`src/rtl/vga_plot_arbiter.sv`:
```
// Round-robin arbiter for the VGA adapter pixel-plot port: two pixel requesters plus a
// built-in full-frame clear sequencer that preempts both.
module vga_plot_arbiter #(
    parameter int unsigned XW   = 8,
    parameter int unsigned YW   = 7,
    parameter int unsigned CW   = 3,
    parameter int unsigned XMAX = 159,
    parameter int unsigned YMAX = 119
) (
    input  logic          CLOCK_50,
    input  logic          resetn,
    input  logic          clear_req,
    input  logic [CW-1:0] clear_color,
    output logic          clear_busy,
    input  logic          req0,
    input  logic [XW-1:0] x0,
    input  logic [YW-1:0] y0,
    input  logic [CW-1:0] c0,
    output logic          ack0,
    input  logic          req1,
    input  logic [XW-1:0] x1,
    input  logic [YW-1:0] y1,
    input  logic [CW-1:0] c1,
    output logic          ack1,
    output logic [XW-1:0] VGA_X,
    output logic [YW-1:0] VGA_Y,
    output logic [CW-1:0] VGA_COLOR,
    output logic          plot
);

    localparam logic [XW-1:0] XLast = XW'(XMAX);
    localparam logic [YW-1:0] YLast = YW'(YMAX);

    typedef enum logic [0:0] {StIdle, StClear} state_e;

    state_e        state_q, state_d;
    logic [XW-1:0] cx_q, cx_d, cx_nxt;
    logic [YW-1:0] cy_q, cy_d, cy_nxt;
    logic [CW-1:0] ccol_q, ccol_d;
    logic          last_q, last_d;

    logic [XW-1:0] vga_x_d;
    logic [YW-1:0] vga_y_d;
    logic [CW-1:0] vga_c_d;
    logic          plot_d, ack0_d, ack1_d, busy_d;

    logic          elig0, elig1, grant0, grant1;

    // A requester is not eligible during its own ack cycle, so a pixel is never plotted twice.
    assign elig0  = req0 & ~ack0;
    assign elig1  = req1 & ~ack1;
    assign grant0 = elig0 & (~elig1 | last_q);
    assign grant1 = elig1 & (~elig0 | ~last_q);

    // cx/cy hold the clear pixel currently on the outputs; cx_nxt/cy_nxt is the one after it.
    always_comb begin
        cx_nxt = cx_q + XW'(1);
        cy_nxt = cy_q;
        if (cx_q == XLast) begin
            cx_nxt = '0;
            cy_nxt = cy_q + YW'(1);
        end
    end

    always_ff @(posedge CLOCK_50 or negedge resetn) begin
        if (!resetn) begin
            state_q <= StIdle;
        end else begin
            state_q <= state_d;
        end
    end

    always_comb begin
        state_d = state_q;
        unique case (state_q)
            StIdle: begin
                // A one-pixel frame finishes on the entry plot itself.
                if (clear_req && !(XLast == '0 && YLast == '0)) begin
                    state_d = StClear;
                end
            end
            StClear: begin
                if (cx_nxt == XLast && cy_nxt == YLast) begin
                    state_d = StIdle;
                end
            end
            default: state_d = StIdle;
        endcase
    end

    always_comb begin
        vga_x_d = VGA_X;
        vga_y_d = VGA_Y;
        vga_c_d = VGA_COLOR;
        plot_d  = 1'b0;
        ack0_d  = 1'b0;
        ack1_d  = 1'b0;
        busy_d  = 1'b0;
        cx_d    = cx_q;
        cy_d    = cy_q;
        ccol_d  = ccol_q;
        last_d  = last_q;
        unique case (state_q)
            StIdle: begin
                if (clear_req) begin
                    ccol_d  = clear_color;
                    cx_d    = '0;
                    cy_d    = '0;
                    vga_x_d = '0;
                    vga_y_d = '0;
                    vga_c_d = clear_color;
                    plot_d  = 1'b1;
                    busy_d  = 1'b1;
                end else if (grant0) begin
                    vga_x_d = x0;
                    vga_y_d = y0;
                    vga_c_d = c0;
                    plot_d  = 1'b1;
                    ack0_d  = 1'b1;
                    last_d  = 1'b0;
                end else if (grant1) begin
                    vga_x_d = x1;
                    vga_y_d = y1;
                    vga_c_d = c1;
                    plot_d  = 1'b1;
                    ack1_d  = 1'b1;
                    last_d  = 1'b1;
                end
            end
            StClear: begin
                cx_d    = cx_nxt;
                cy_d    = cy_nxt;
                vga_x_d = cx_nxt;
                vga_y_d = cy_nxt;
                vga_c_d = ccol_q;
                plot_d  = 1'b1;
                busy_d  = 1'b1;
            end
            default: ;
        endcase
    end

    always_ff @(posedge CLOCK_50 or negedge resetn) begin
        if (!resetn) begin
            VGA_X      <= '0;
            VGA_Y      <= '0;
            VGA_COLOR  <= '0;
            plot       <= 1'b0;
            ack0       <= 1'b0;
            ack1       <= 1'b0;
            clear_busy <= 1'b0;
            cx_q       <= '0;
            cy_q       <= '0;
            ccol_q     <= '0;
            last_q     <= 1'b1;
        end else begin
            VGA_X      <= vga_x_d;
            VGA_Y      <= vga_y_d;
            VGA_COLOR  <= vga_c_d;
            plot       <= plot_d;
            ack0       <= ack0_d;
            ack1       <= ack1_d;
            clear_busy <= busy_d;
            cx_q       <= cx_d;
            cy_q       <= cy_d;
            ccol_q     <= ccol_d;
            last_q     <= last_d;
        end
    end

endmodule

```
`config.mk`:
```
export PLATFORM = sky130hd
export DESIGN_NAME = vga_plot_arbiter
export DESIGN_NICKNAME = d
export VERILOG_FILES = /design/src/rtl/vga_plot_arbiter.sv
export SDC_FILE = /design/constraint.sdc
export NUM_CORES = 1
export LEC_CHECK = 0
export CORE_MARGIN = 4
export CORE_UTILIZATION = 43
export DETAILED_ROUTE_END_ITERATION = 6
export GPL_TIMING_DRIVEN = 1
export PLACE_DENSITY_LB_ADDON = 0.08
export SLEW_MARGIN = 20
export SYNTH_ARGS = -nofsm -noshare
export SYNTH_HDL_FRONTEND = slang
export SYNTH_SLANG_ARGS = --single-unit
export TNS_END_PERCENT = 50
```
`constraint.sdc`:
```
create_clock -name CLOCK_50 -period 1.9 [get_ports CLOCK_50]
set_input_delay 0.285 -clock CLOCK_50 [delete_from_list [all_inputs] [get_ports CLOCK_50]]
set_output_delay 0.285 -clock CLOCK_50 [all_outputs]
set_load 0.02 [all_outputs]
```
==> run metrics, run 1 <==
most used standard cell by instance count after synthesis=sky130_fd_sc_hd__dfrtp_1; max-slew headroom at the worst pin=0.638; clock tree from TritonCTS=yes; die outline height=82.6 um; clock buffer depth=2; number of distinct library cells after synthesis=56; Antenna Cells=0; warning count from the yosys run=0; post-detailed-route wirelength per cell=15.4 um; number of remaining DRC errors=0; Clock Latency Late Sink=0.29 ns; Pre-antenna DRT Iters=4; number of hold-slack violations in the final timing report=0; count of flip-flops with a built-in enable after synthesis=0; core utilization of the finished layout=0.648; highest clock rate=0.525 GHz; post-route antenna net violation count=0; flops & latches, synth=42; Core ar.=0.00524 mm2; initial core utilization=0.456; GRT Total Usage=0.192; cell type contributing the most total cell area after synthesis=sky130_fd_sc_hd__dfrtp_1; wire length of the first global-routing pass=9.92 mm; number of placement rows=26; leakage power total=1.46 nW; nets in the synthesized netlist=289; share of final-layout standard cells stronger than drive strength 1=0.205; # H-tree levels=2; Layout fillers=450; class of the worst hold path=in -> async; PnR worst setup slack=-0.00635 ns; total clock sinks=42; setup repair after global routing missed its margin=yes; arrival time at the worst endpoint=2.13 ns; share of the cycle needed by the critical path after routing=1.00; via count of the first global-routing pass=2,102; share of async-settable or async-resettable flops after synthesis=1.00; number of antenna violations at the first check in global routing=0; final critical delay including setup and external delays=1.91 ns; Reg area=0.00105 mm2; number of instances in the synthesized netlist=242; worst setup skew after layout=0.00761 ns; buffers added on ports=65; power density over the cells=778 mW/mm2; Final Wtd Congestion=0.813; Setup Crit Path Kind=reg -> reg; required time worst endpoint=2.12 ns; category of the worst setup path capture point=flop; total grt overflow=0; CTS Buf Count=5; clock-pin slew on the worst setup and hold paths=0.08 ns; area taken by multi-input logic gates=0.00125 mm2; Final #Nets=373; Max Cap Violations=0; Final Slew Violations=0; setup TNS=-0.00635 ns; smallest hold slack=0.0557 ns; signed area change from the synthesized netlist to the final layout=42.1%; post-place setup slack=-0.121 ns; pin count of the biggest net entering global routing=43; share of Yosys cell area claimed by the top area cell type=0.429; slew of the pin with the lowest slew margin=0.543 ns; Crit Path Max Fanout=5; area of the mapped netlist=0.00239 mm2; Die X=82.6 um; CTS Root Cell=sky130_fd_sc_hd__clkbuf_8; CTS Hold Bufs=0; Die ar.=0.00681 mm2; Avg Inst Size Synth=9.88 um2; commonest cells in the synthesized netlist=sky130_fd_sc_hd__dfrtp_1, sky130_fd_sc_hd__nand2_1, sky130_fd_sc_hd__nor2_1, sky130_fd_sc_hd__a21oi_1, sky130_fd_sc_hd__o21ai_0; run status=complete, but fails checks; total power consumption of the routed design=2.64 mW; number of DRC markers in iteration 0=104; R2R setup slack=-0.006 ns; type of origin of the critical path=flop; dominant register cell in the synthesized netlist=sky130_fd_sc_hd__dfrtp_1; failing checks=setup timing; cell types occupying the most area after synthesis=sky130_fd_sc_hd__dfrtp_1, sky130_fd_sc_hd__nand2_1, sky130_fd_sc_hd__mux2_2; per-cell via count in the routed design=5.27; HPWL Detailed=4.53 mm; total vias in the final route=2,094; portion of the post-synthesis area used by sequential elements=0.440; maximum vdd ir drop=0.000631 V; total detailed-routing wirelength=6.10 mm; number of top-level pins=66; total of endpoints with negative setup slack in the final report=1
area by class of cell:
type,count,area share
multi-input cells,176,0.370
flip-flops and latches,42,0.310
repair buffers,94,0.260
well taps,70,0.0258
clock buffers,7,0.0254
inverters,7,0.00774
clock inverters,1,0.00147
critical path, cell delays in order, from the launching register on:
cell and delay, ns:
sky130_fd_sc_hd__dfrtp_1 0.39, sky130_fd_sc_hd__or3b_4 0.42, sky130_fd_sc_hd__buf_6 0.15, sky130_fd_sc_hd__nor4_4 0.31, sky130_fd_sc_hd__buf_4 0.16, sky130_fd_sc_hd__xor2_1 0.14, sky130_fd_sc_hd__nand2_1 0.11, sky130_fd_sc_hd__a21oi_2 0.15
registers in the layout, indices dropped and copies added, names as in the netlist, 3 cells and up:
register / flops
cy_q: 7
cx_q: 8
VGA_X: 8
VGA_Y: 7
ccol_q: 3
VGA_COLOR: 3
metrics by stage:
step / std cells / cell area (um2)
2_1_floorplan: 242 / 2400
3_3_place_gp: 388 / 3260
3_5_place_dp: 388 / 3260
4_1_cts: 396 / 3360
5_1_grt: 397 / 3400
6_report: 397 / 3400
kinds of logic after synthesis:
group                    after synthesis  share of synthesized area
AND/OR/NAND/NOR                       76                      0.165
flip-flops                            42                      0.440
adder cells (fa/ha/maj)                3                     0.0157
XOR/XNOR                              10                     0.0366
buffers and inverters                 24                     0.0471
multiplexers                          22                     0.0979
AO/OA/AOI/OAI                         65                      0.197
worst paths after layout:
| path | cells past startpoint | to | start |
|---|---|---|---|
| setup / recovery | 7 | VGA_Y[4]$_DFFE_PN0P_ | cx_q[5]$_DFFE_PN0P_ |
| hold / removal | 2 | plot$_DFF_PN0_ | resetn |
| setup reg to reg | 7 | VGA_Y[4]$_DFFE_PN0P_ | cx_q[5]$_DFFE_PN0P_ |
| max in group asynchronous | 2 | last_q$_DFFE_PN1P_ | resetn |
| hold reg to reg | 1 | VGA_X[0]$_DFFE_PN0P_ | VGA_X[0]$_DFFE_PN0P_ |
| min in group CLOCK_50 | 1 | VGA_X[0]$_DFFE_PN0P_ | VGA_X[0]$_DFFE_PN0P_ |
timing repair:
item | 4_1_cts | 5_1_grt
endpoints found under the setup margin | 3 | 8
buffers inserted | 0 | 1
resized for setup | 2 | 7
pin swaps | 0 | 5
cells in the final DEF (no fill, tap or decap), types with 2 or more instances in the layout:
master	netlist	layout
sky130_fd_sc_hd__nor2_1	13	13
sky130_fd_sc_hd__nand2_1	35	35
sky130_fd_sc_hd__xor2_1	6	6
sky130_fd_sc_hd__nor3_1	3	3
sky130_fd_sc_hd__inv_1	6	6
sky130_fd_sc_hd__xnor2_1	4	4
sky130_fd_sc_hd__buf_4	0	26
sky130_fd_sc_hd__o311ai_1	1	2
sky130_fd_sc_hd__o21a_1	6	6
sky130_fd_sc_hd__nand3_1	6	6
sky130_fd_sc_hd__a21o_1	3	3
sky130_fd_sc_hd__o31ai_1	2	2
sky130_fd_sc_hd__buf_6	2	2
sky130_fd_sc_hd__o21ai_0	12	12
sky130_fd_sc_hd__ha_1	3	2
sky130_fd_sc_hd__dfrtp_1	41	41
sky130_fd_sc_hd__a22o_1	5	5
sky130_fd_sc_hd__mux2_2	11	11
sky130_fd_sc_hd__nor2b_1	2	2
sky130_fd_sc_hd__a31oi_1	3	3
sky130_fd_sc_hd__a221oi_1	2	2
sky130_fd_sc_hd__mux2i_1	11	10
sky130_fd_sc_hd__clkbuf_8	0	6
sky130_fd_sc_hd__o41ai_2	2	2
sky130_fd_sc_hd__o221ai_1	6	6
sky130_fd_sc_hd__a21oi_1	12	11
sky130_fd_sc_hd__clkdlybuf4s50_1	0	64
power by group:
group | switching [mW] | internal (mW) | leakage, nW
combinational | 0.423 | 0.469 | 0.901
clock | 0.297 | 0.293 | 0.0482
sequential | 0.118 | 1.04 | 0.511
routing by layer:
layer,vias to the layer above,global-route usage,part of all wire
met5,-,0,0
met3,5,0.0401,0.048
met4,0,0.0588,0.0093
li1,1040,-,-
met2,46,0.308,0.49
met1,1003,0.260,0.46
(Power assumes the default switching activity.)
==> run 2, diff against run 1 <==
--- a/config.mk
+++ b/config.mk
@@ -5,10 +5,9 @@
 export SDC_FILE = /design/constraint.sdc
 export NUM_CORES = 1
 export LEC_CHECK = 0
-export CORE_MARGIN = 4
 export CORE_UTILIZATION = 43
 export DETAILED_ROUTE_END_ITERATION = 6
-export GPL_TIMING_DRIVEN = 1
+export GPL_TIMING_DRIVEN = 0
 export PLACE_DENSITY_LB_ADDON = 0.08
 export SLEW_MARGIN = 20
 export SYNTH_ARGS = -nofsm -noshare
==> run 2 against run 1 <==
The run still ends with setup timing left. Register-to-register slack got worse by 0.07 ns. Sequential cell count did not move. Final area is 4.0% higher. Sequential share of layout area is 1.0 points lower. Clock skew shrank 0.0011 ns. Sequential power up 3%. Via count increased by 5.4%. Total power shrank 1.4%. Non-clock buffer count grew 7.
==> run metrics, run 2 (synthesis results as in run 1) <==
run status=complete, but fails checks; failing checks=setup timing; number of placement rows=26; Antenna Cells=0; number of remaining DRC errors=0; share of final-layout standard cells stronger than drive strength 1=0.240; type of origin of the critical path=flop; share of the cycle needed by the critical path after routing=1.04; setup repair after global routing missed its margin=yes; worst setup skew after layout=0.00650 ns; clock buffer depth=2; # H-tree levels=2; per-cell via count in the routed design=5.48; registers with the most flip-flops=VGA_X x8, cx_q x8; buffers added on ports=64; CTS Buf Count=5; total clock sinks=42; post-detailed-route wirelength per cell=16.4 um; Crit Path Max Fanout=8; number of DRC markers in iteration 0=132; Critical-path top delay cell=sky130_fd_sc_hd__or3b_4; total of endpoints with negative setup slack in the final report=1; Final #Nets=380; Die X=76.6 um; cell chain of the critical path=or3b_4 > or2_0 > buf_6 > mux2i_4 > a211oi_2 > o211ai_2; Pre-antenna DRT Iters=4; core utilization of the finished layout=0.674; leakage power total=1.49 nW; HPWL Detailed=4.45 mm; PnR worst setup slack=-0.0745 ns; category of the worst setup path capture point=flop; Core ar.=0.00524 mm2; signed area change from the synthesized netlist to the final layout=47.7%; Final Wtd Congestion=0.831; final critical delay including setup and external delays=1.97 ns; buffers and inverters on the worst path=1; highest clock rate=0.506 GHz; slew of the pin with the lowest slew margin=0.680 ns; CTS Root Cell=sky130_fd_sc_hd__clkbuf_8; final instance count without filler cells=403; class of the worst hold path=in -> async; number of hold-slack violations in the final timing report=0; Layout fillers=437; max-slew headroom at the worst pin=0.547; via count of the first global-routing pass=2,111; maximum vdd ir drop=0.000561 V; commonest cells after routing, fill and taps aside=sky130_fd_sc_hd__clkdlybuf4s50_1, sky130_fd_sc_hd__dfrtp_1, sky130_fd_sc_hd__nand2_1, sky130_fd_sc_hd__buf_4, sky130_fd_sc_hd__nor2_1; number of antenna violations at the first check in global routing=0; Setup Crit Path Kind=reg -> reg; Die ar.=0.00586 mm2; post-route antenna net violation count=0; total detailed-routing wirelength=6.60 mm; GRT Total Usage=0.232; Clock Latency Late Sink=0.29 ns; family with the most delay on the worst path=simple AND/OR/NAND/NOR gates; cell total after placement=377; power density over the cells=738 mW/mm2; wire length of the first global-routing pass=10.5 mm; total grt overflow=0; most common library cell in the layout ignoring fill and taps=sky130_fd_sc_hd__clkdlybuf4s50_1; Max Cap Violations=0; total vias in the final route=2,207; clock-pin slew on the worst setup and hold paths=0.08 ns; initial core utilization=0.456; required time worst endpoint=2.05 ns; clock tree from TritonCTS=yes; number of top-level pins=66; die outline height=76.6 um; pin count of the biggest net entering global routing=27; Final Slew Violations=0; arrival time at the worst endpoint=2.13 ns; longest individual stage delay on the worst path=0.47 ns
[run 2: cell count changes in the layout (fill, tap and decap cells not counted), sizes merged]
cell,before,now
buf,30,31
clkbuf,7,13
clkdlybuf4s50,64,63
clkinv,1,0
dlygate4sd3,0,1
[run 2: what timing repair did]
action | 4_1_cts | 5_1_grt
setup endpoints to repair | 26 | 25
hold buffers | 1 | 0
pin swaps | 7 | 8
resized for setup | 22 | 14
setup buffers | 10 | 12
endpoints found under the hold margin | 15 | 0
[run 2: layout make-up]
class	count	area, um2	share of cell area
buffer	13	71.3	0.0202
clock buffer	7	76.3	0.0216
inverter	7	26.3	0.00744
multi-input combinational	176	1380	0.391
sequential	42	1060	0.299
tap	70	87.6	0.0248
timing repair buffer	88	831	0.235
[run 2: metrics by stage]
step	setup TNS (ns)	setup WS [ns]	hold slack, ns	area [um2]	power, mW
after floorplan	-0.0450	-0.0325	-0.0106	2400	1.65
after global placement	-36.06	-0.628	0.473	3120	2.01
after detailed placement	-10.30	-0.600	0.236	3140	2.02
after CTS	-0.370	-0.114	0.461	3410	2.62
after global routing	-0.345	-0.148	0.497	3530	2.76
final	-0.0745	-0.0745	0.458	3530	2.60
[run 2: routing by layer]
layer | routed length [um] | vias to the layer above | GRT usage
li1 | - | 1055 | -
met1 | 2910 | 1076 | 0.321
met2 | 3260 | 71 | 0.378
met3 | 382 | 5 | 0.0383
met4 | 49 | 0 | 0.0577
met5 | 0 | - | 0
[run 2: final timing paths]
check / cells past startpoint / slack [ns] / startpoint / to
max: 6 / -0.07 / cx_q[6]$_DFFE_PN0P_ / state_q$_DFF_PN0_
min: 2 / 0.46 / resetn / plot$_DFF_PN0_
max reg2reg: 6 / -0.07 / cx_q[6]$_DFFE_PN0P_ / state_q$_DFF_PN0_
min reg2reg: 2 / 0.49 / last_q$_DFFE_PN1P_ / last_q$_DFFE_PN1P_
max in group asynchronous: 3 / 0.96 / resetn / cy_q[1]$_DFFE_PN0P_
min in group CLOCK_50: 2 / 0.49 / last_q$_DFFE_PN1P_ / last_q$_DFFE_PN1P_
[run 2: power by group]
part	switching, mW	internal (mW)
logic	0.407	0.453
registers	0.159	1.04
clock network	0.288	0.253
total	0.854	1.75
